<file path="src/rtl/pixel_pkg.sv">
// Shared definitions for the pixel dispatch path: core-array defaults and the
// dispatcher state encoding, also used by the pixel buffer.
package pixel_pkg;

    localparam int DEFAULT_MAX_CORES = 4;
    localparam int DEFAULT_COORD_W   = 11;

    typedef enum logic [1:0] {
        IDLE,
        DISPATCH,
        DRAIN,
        DONE
    } dispatch_state_t;

endpackage

</file>
<file path="src/rtl/raster_counter.sv">
// Raster-order x/y walker: advances one pixel per accepted job and flags
// end-of-line and last-pixel positions for the current frame geometry.
module raster_counter
    import pixel_pkg::*;
#(
    parameter int COORD_W = DEFAULT_COORD_W
) (
    input  logic               aclk,
    input  logic               aresetn,
    input  logic               clear,
    input  logic               advance,
    input  logic [COORD_W-1:0] width,
    input  logic [COORD_W-1:0] height,
    output logic [COORD_W-1:0] x,
    output logic [COORD_W-1:0] y,
    output logic               eol,
    output logic               last
);

    assign eol  = (x == width - COORD_W'(1));
    assign last = eol && (y == height - COORD_W'(1));

    // NOTE: sequential state always uses non-blocking assignments so every
    // register samples pre-edge values, independent of block ordering.
    always_ff @(posedge aclk or negedge aresetn) begin
        if (!aresetn) begin
            x <= '0;
            y <= '0;
        end else if (clear) begin
            x <= '0;
            y <= '0;
        end else if (advance) begin
            if (eol) begin
                x <= '0;
                y <= y + COORD_W'(1);
            end else begin
                x <= x + COORD_W'(1);
            end
        end
    end

endmodule

</file>
<file path="src/rtl/pixel_dispatcher.sv">
// Round-robin pixel job scheduler for the ray-tracing core array; raster-order
// dispatch with an in-flight limit and a frame-completion pulse.
module pixel_dispatcher
    import pixel_pkg::*;
#(
    parameter int MAX_CORES = DEFAULT_MAX_CORES,
    parameter int COORD_W   = DEFAULT_COORD_W
) (
    input  logic                 aclk,
    input  logic                 aresetn,
    input  logic                 frame_start,
    input  logic [COORD_W-1:0]   frame_width,
    input  logic [COORD_W-1:0]   frame_height,
    input  logic [2:0]           no_of_extra_cores,
    input  logic [MAX_CORES-1:0] core_ready,
    output logic [MAX_CORES-1:0] job_valid,
    output logic [COORD_W-1:0]   job_x,
    output logic [COORD_W-1:0]   job_y,
    output logic                 job_eol,
    output logic                 job_last,
    input  logic                 pixel_done,
    output logic                 busy,
    output logic                 frame_done,
    output logic                 err
);

    localparam int IDX_W = (MAX_CORES > 1) ? $clog2(MAX_CORES) : 1;
    localparam int OUT_W = $clog2(MAX_CORES + 1);

    dispatch_state_t    state;
    logic [COORD_W-1:0] width_q;
    logic [COORD_W-1:0] height_q;
    logic [IDX_W-1:0]   ncores_q;
    logic [IDX_W-1:0]   core_idx;
    logic [OUT_W-1:0]   outstanding;
    logic [OUT_W-1:0]   outstanding_nxt;
    logic               offer;
    logic               handshake;
    logic               start_accept;
    logic               raster_eol;
    logic               raster_last;

    function automatic logic [IDX_W-1:0] clamp_cores(input logic [2:0] n);
        if (int'(n) >= MAX_CORES) return IDX_W'(MAX_CORES - 1);
        return IDX_W'(n);
    endfunction

    // A job is offered only while fewer jobs than active cores are in flight.
    assign offer        = (state == DISPATCH) && (int'(outstanding) <= int'(ncores_q));
    assign handshake    = offer && core_ready[core_idx];
    assign start_accept = (state == IDLE) && frame_start;

    assign job_valid  = offer ? (MAX_CORES'(1) << core_idx) : '0;
    assign job_eol    = (state == DISPATCH) && raster_eol;
    assign job_last   = (state == DISPATCH) && raster_last;
    assign busy       = (state != IDLE);
    assign frame_done = (state == DONE);

    // NOTE: the default assignment first keeps this block purely combinational
    // on every path, so no latch is inferred.
    always_comb begin
        outstanding_nxt = outstanding;
        if (handshake && !pixel_done)
            outstanding_nxt = outstanding + OUT_W'(1);
        else if (!handshake && pixel_done && outstanding != '0)
            outstanding_nxt = outstanding - OUT_W'(1);
    end

    raster_counter #(
        .COORD_W (COORD_W)
    ) u_raster (
        .aclk    (aclk),
        .aresetn (aresetn),
        .clear   (start_accept),
        .advance (handshake),
        .width   (width_q),
        .height  (height_q),
        .x       (job_x),
        .y       (job_y),
        .eol     (raster_eol),
        .last    (raster_last)
    );

    always_ff @(posedge aclk or negedge aresetn) begin
        if (!aresetn) begin
            state       <= IDLE;
            width_q     <= '0;
            height_q    <= '0;
            ncores_q    <= '0;
            core_idx    <= '0;
            outstanding <= '0;
            err         <= 1'b0;
        end else begin
            outstanding <= outstanding_nxt;
            // Stray completions are only meaningful once a frame is running.
            if (state != IDLE && pixel_done && outstanding == '0)
                err <= 1'b1;

            unique case (state)
                IDLE: begin
                    if (frame_start) begin
                        width_q  <= frame_width;
                        height_q <= frame_height;
                        ncores_q <= clamp_cores(no_of_extra_cores);
                        core_idx <= '0;
                        err      <= 1'b0;
                        state    <= (frame_width == '0 || frame_height == '0) ? DONE : DISPATCH;
                    end
                end
                DISPATCH: begin
                    if (handshake) begin
                        core_idx <= (core_idx == ncores_q) ? '0 : core_idx + IDX_W'(1);
                        if (raster_last)
                            state <= (outstanding_nxt == '0) ? DONE : DRAIN;
                    end
                end
                DRAIN: begin
                    if (outstanding_nxt == '0)
                        state <= DONE;
                end
                DONE: begin
                    state <= IDLE;
                end
                default: begin
                    state <= IDLE;
                end
            endcase
        end
    end

endmodule

</file>
<file path="config.mk">
export PLATFORM = sky130hd
export DESIGN_NAME = pixel_dispatcher
export DESIGN_NICKNAME = d
export VERILOG_FILES = /design/src/rtl/pixel_pkg.sv /design/src/rtl/raster_counter.sv /design/src/rtl/pixel_dispatcher.sv
export SDC_FILE = /design/constraint.sdc
export NUM_CORES = 1
export LEC_CHECK = 0
export CORE_MARGIN = 2
export CORE_UTILIZATION = 53
export CTS_CLUSTER_SIZE = 28
export DETAILED_ROUTE_END_ITERATION = 8
export GPL_TIMING_DRIVEN = 0
export PLACE_DENSITY = 0.88
export SETUP_SLACK_MARGIN = 0.02
export SYNTH_ARGS = -nofsm -noshare
export SYNTH_HDL_FRONTEND = slang
export SYNTH_SLANG_ARGS = --single-unit
</file>
<file path="constraint.sdc">
create_clock -name aclk -period 4.7 [get_ports aclk]
set_clock_uncertainty 0.15 [all_clocks]
set_input_delay 1.41 -clock aclk [delete_from_list [all_inputs] [get_ports aclk]]
set_output_delay 1.41 -clock aclk [all_outputs]
set_load 0.1 [all_outputs]
</file>
==> results.md <==
- Status: complete, but fails checks
- Failing checks: setup timing
- Synthesis Warnings: 0
- # Max-Cap Violations: 0
- GRT met2 Usage: 45.5%
- FFs w/ async S/R, synth: 100%
- Worst Max-Slew Pin Slew: 0.985 ns
- Fin crit period: 4.73 ns
- Gr usage total: 26.4%
- Die W: 86.8 um
- Dpl hpwl: 7160 um
- Hold Buf Count CTS: 0
- Setup TNS: -0.0326 ns
- Mapped Area: 3630 um^2
- Hold Path Class: reg -> reg
- Global-route wire length before repair: 16000 um
- Worst Setup End Kind: output pin
- LEAKAGE: 2.02 nW
- Final Hold Vio Count: 0
- Crit-path cells: inv_2 -> ha_4 -> or4b_4 -> buf_6 -> or4_4 -> a21oi_4 -> o32ai_4 -> or3_4 -> nor3_4 -> buf_12
- Hold path cells: 2
- Final WL: 9960 um
- R2R Path Start: width_q[1]
- # clock sinks: 54
- Detail Route Antenna Nets: 0
- Core area: 6720 um^2
- RSZ-0062 raised after global routing: yes
- Starting Density: 54.1%
- Root Driver: clkbuf_8
- WS Path Type: reg -> out
- Routed vias: 3588
- Slew Limit Fails: 0
- Post-synth EDFFs: 0
- Residual DRC: 0
- Max Buffers Root-to-Sink: 2
- Worst Path Max Fanout: 5
- Largest net degree at the start of global routing: 42
- PnR worst setup slack: -0.0326 ns
- Clock transition at path regs: 0.10 ns
- Critical path depth in cells: 10
- Skew-Pair Late Insertion Delay: 0.32 ns
- Total power: 2.64 mW
- Drt pass-1 iters: 6
- N_diodes: 0
- Met3 usage: 4.95%
- Crit path max-delay family: simple AND/OR/NAND/NOR gates
- Crit. Startpoint: width_q[1]
- Routed WL per cell: 17.1 um
- Final Cycle Share: 101%
- Syn_area_per_cell: 8.55 um^2
- Fmax: 211 MHz
- Via density: 6.15
- FF-to-FF setup slack: 0.93 ns
- CTS tree: done
- Final nets: 553
- Vias in the first global route: 3570
- Maximum vdd drop: 0.433 mV
- Synthesis-stage register bit count: 54
- Register-to-Register Path Depth: 12
- Final setup viols: 1
- Max transition margin: 34.1%
- Commonest non-fill, non-tap cells in the layout: 69 x nand2_1, 56 x clkdlybuf4s50_1, 53 x dfrtp_1, 31 x o21ai_0, 26 x nor2_1
- Hold path start: height_q[10]
- Ys flop type: dfrtp_1
- Reg area: 1350 um^2
- Area of placed instances: 4390 um^2
- IO Port Bufs: 63
- Antenna violations before repair: 0
- Cell variety after synth: 61
- Rows: 30
- Post-Syn Nets: 476
- Buf/Inv on CP: 3
- Cts bufs inserted: 5
- Die span in y: 86.8 um
- Gr ovfl total: 0
- DRT iter0 DRCs: 293
- Met1 usage: 33.3%
- Cells after Synth: 425
- Most Crowded Layer GR: met2
- Smallest hold slack: 0.395 ns
- Most common cell after layout, fill and taps aside: nand2_1
- Share of cells above drive strength 1: 9.74%
- Crit path max-delay cell type: or4_4
- Layout area overhead: 28.1%
- Area occupied by multi-input gates: 2220 um^2
- Data required time at the worst endpoint: 3.14 ns
- RR Endpoint: u_raster.y[9]
- Worst setup SP type: register
- Io pins: 64
- Design Area, Final: 4650 um^2
- RePlAce Congestion: 0.917
- Hold worst-path end: height_q[10]
- P per Cell Area: 567 nW/um^2
- Crit path arrival time: 3.17 ns
- H-Tree Depth: 2
- Sequential element share of the synthesized area: 37.2%
- Max stage delay on crit path: 0.49 ns
- Die area: 7530 um^2
- Number of fill cells: 542
[Yosys cell counts, types with 10 or more instances]
cell type / n / area share [%]
xor2_1: 22 / 5.3
nand2_1: 69 / 7.1
a21oi_1: 10 / 1.4
nor3_1: 13 / 1.8
xnor2_1: 16 / 3.9
o21ai_0: 32 / 4.4
clkbuf_1: 16 / 1.7
and3_1: 10 / 1.7
inv_1: 21 / 2.2
ha_1: 18 / 6.2
nor2_1: 27 / 2.8
nand3_1: 11 / 1.5
dfrtp_1: 54 / 37
nand4_1: 10 / 1.7
[report_power, final]
part / switching (mW) / internal (mW) / total [mW]
Combinational: 0.985 / 0.593 / 1.58
Sequential: 0.178 / 0.610 / 0.788
Clock: 0.155 / 0.119 / 0.274
Total: 1.32 / 1.32 / 2.64
[layer usage]
| layer | wire (um) | part of all wire [%] | up-vias |
|---|---|---|---|
| met2 | 4930 | 50 | 170 |
| met3 | 713 | 7.2 | 27 |
| met1 | 4110 | 41 | 1733 |
| met4 | 204 | 2.0 | 0 |
| met5 | 0 | 0 | - |
| li1 | - | - | 1658 |
[cell type report]
type / instances / share of cell area (%)
buffer: 21 / 2.07
clock buffer: 7 / 1.86
clock inverter: 1 / 0.108
inverter: 21 / 1.69
multi-input combinational: 328 / 47.7
sequential: 54 / 29.1
tap: 80 / 2.15
timing repair buffer: 71 / 15.3
[through the flow]
step,setup WS (ns),utilization (%),cells
6_report,-0.0326,69.2,583
5_1_grt,-0.101,69.2,583
4_1_cts,-0.0812,67.6,578
3_5_place_dp,-0.877,65.4,569
3_3_place_gp,-0.844,65.1,568
2_1_floorplan,-0.249,-,425
[timing repair]
action                                  4_1_cts  5_1_grt
endpoints found under the setup margin        6        6
gates resized for setup                      32       13
setup buffers                                 2        5
pin swaps                                     1        6
[tightest hold or removal path, cell delays in order (launching register included)]
cell     delay [ns]
dfrtp_1        0.39
nand2_1        0.07
nand2_1        0.07
[registers in the layout (all words and copies together), names as in the netlist]
signal,flops
u_raster.y,11
ncores_q,2
u_raster.x,11
err,1
height_q,11
core_idx,2
state,2
outstanding,3
width_q,11
[worst max path at each step]
stage	to
global route	job_last
global placement	job_last
floorplan	job_eol
CTS	job_last
finish	job_last
detailed placement	job_last
[cells by family (layout without fill, tap and decap cells)]
family / count (synthesis) / after routing / share of synthesized area (%)
flops: 54 / 54 / 37.2
compound gates: 84 / 84 / 15.1
mux: 4 / 4 / 1.52
fa+ha+maj: 18 / 18 / 6.20
simple gates: 184 / 184 / 26.1
xor+xnor: 38 / 38 / 9.16
buf+inv: 43 / 121 / 4.75
(Power assumes the default switching activity.)
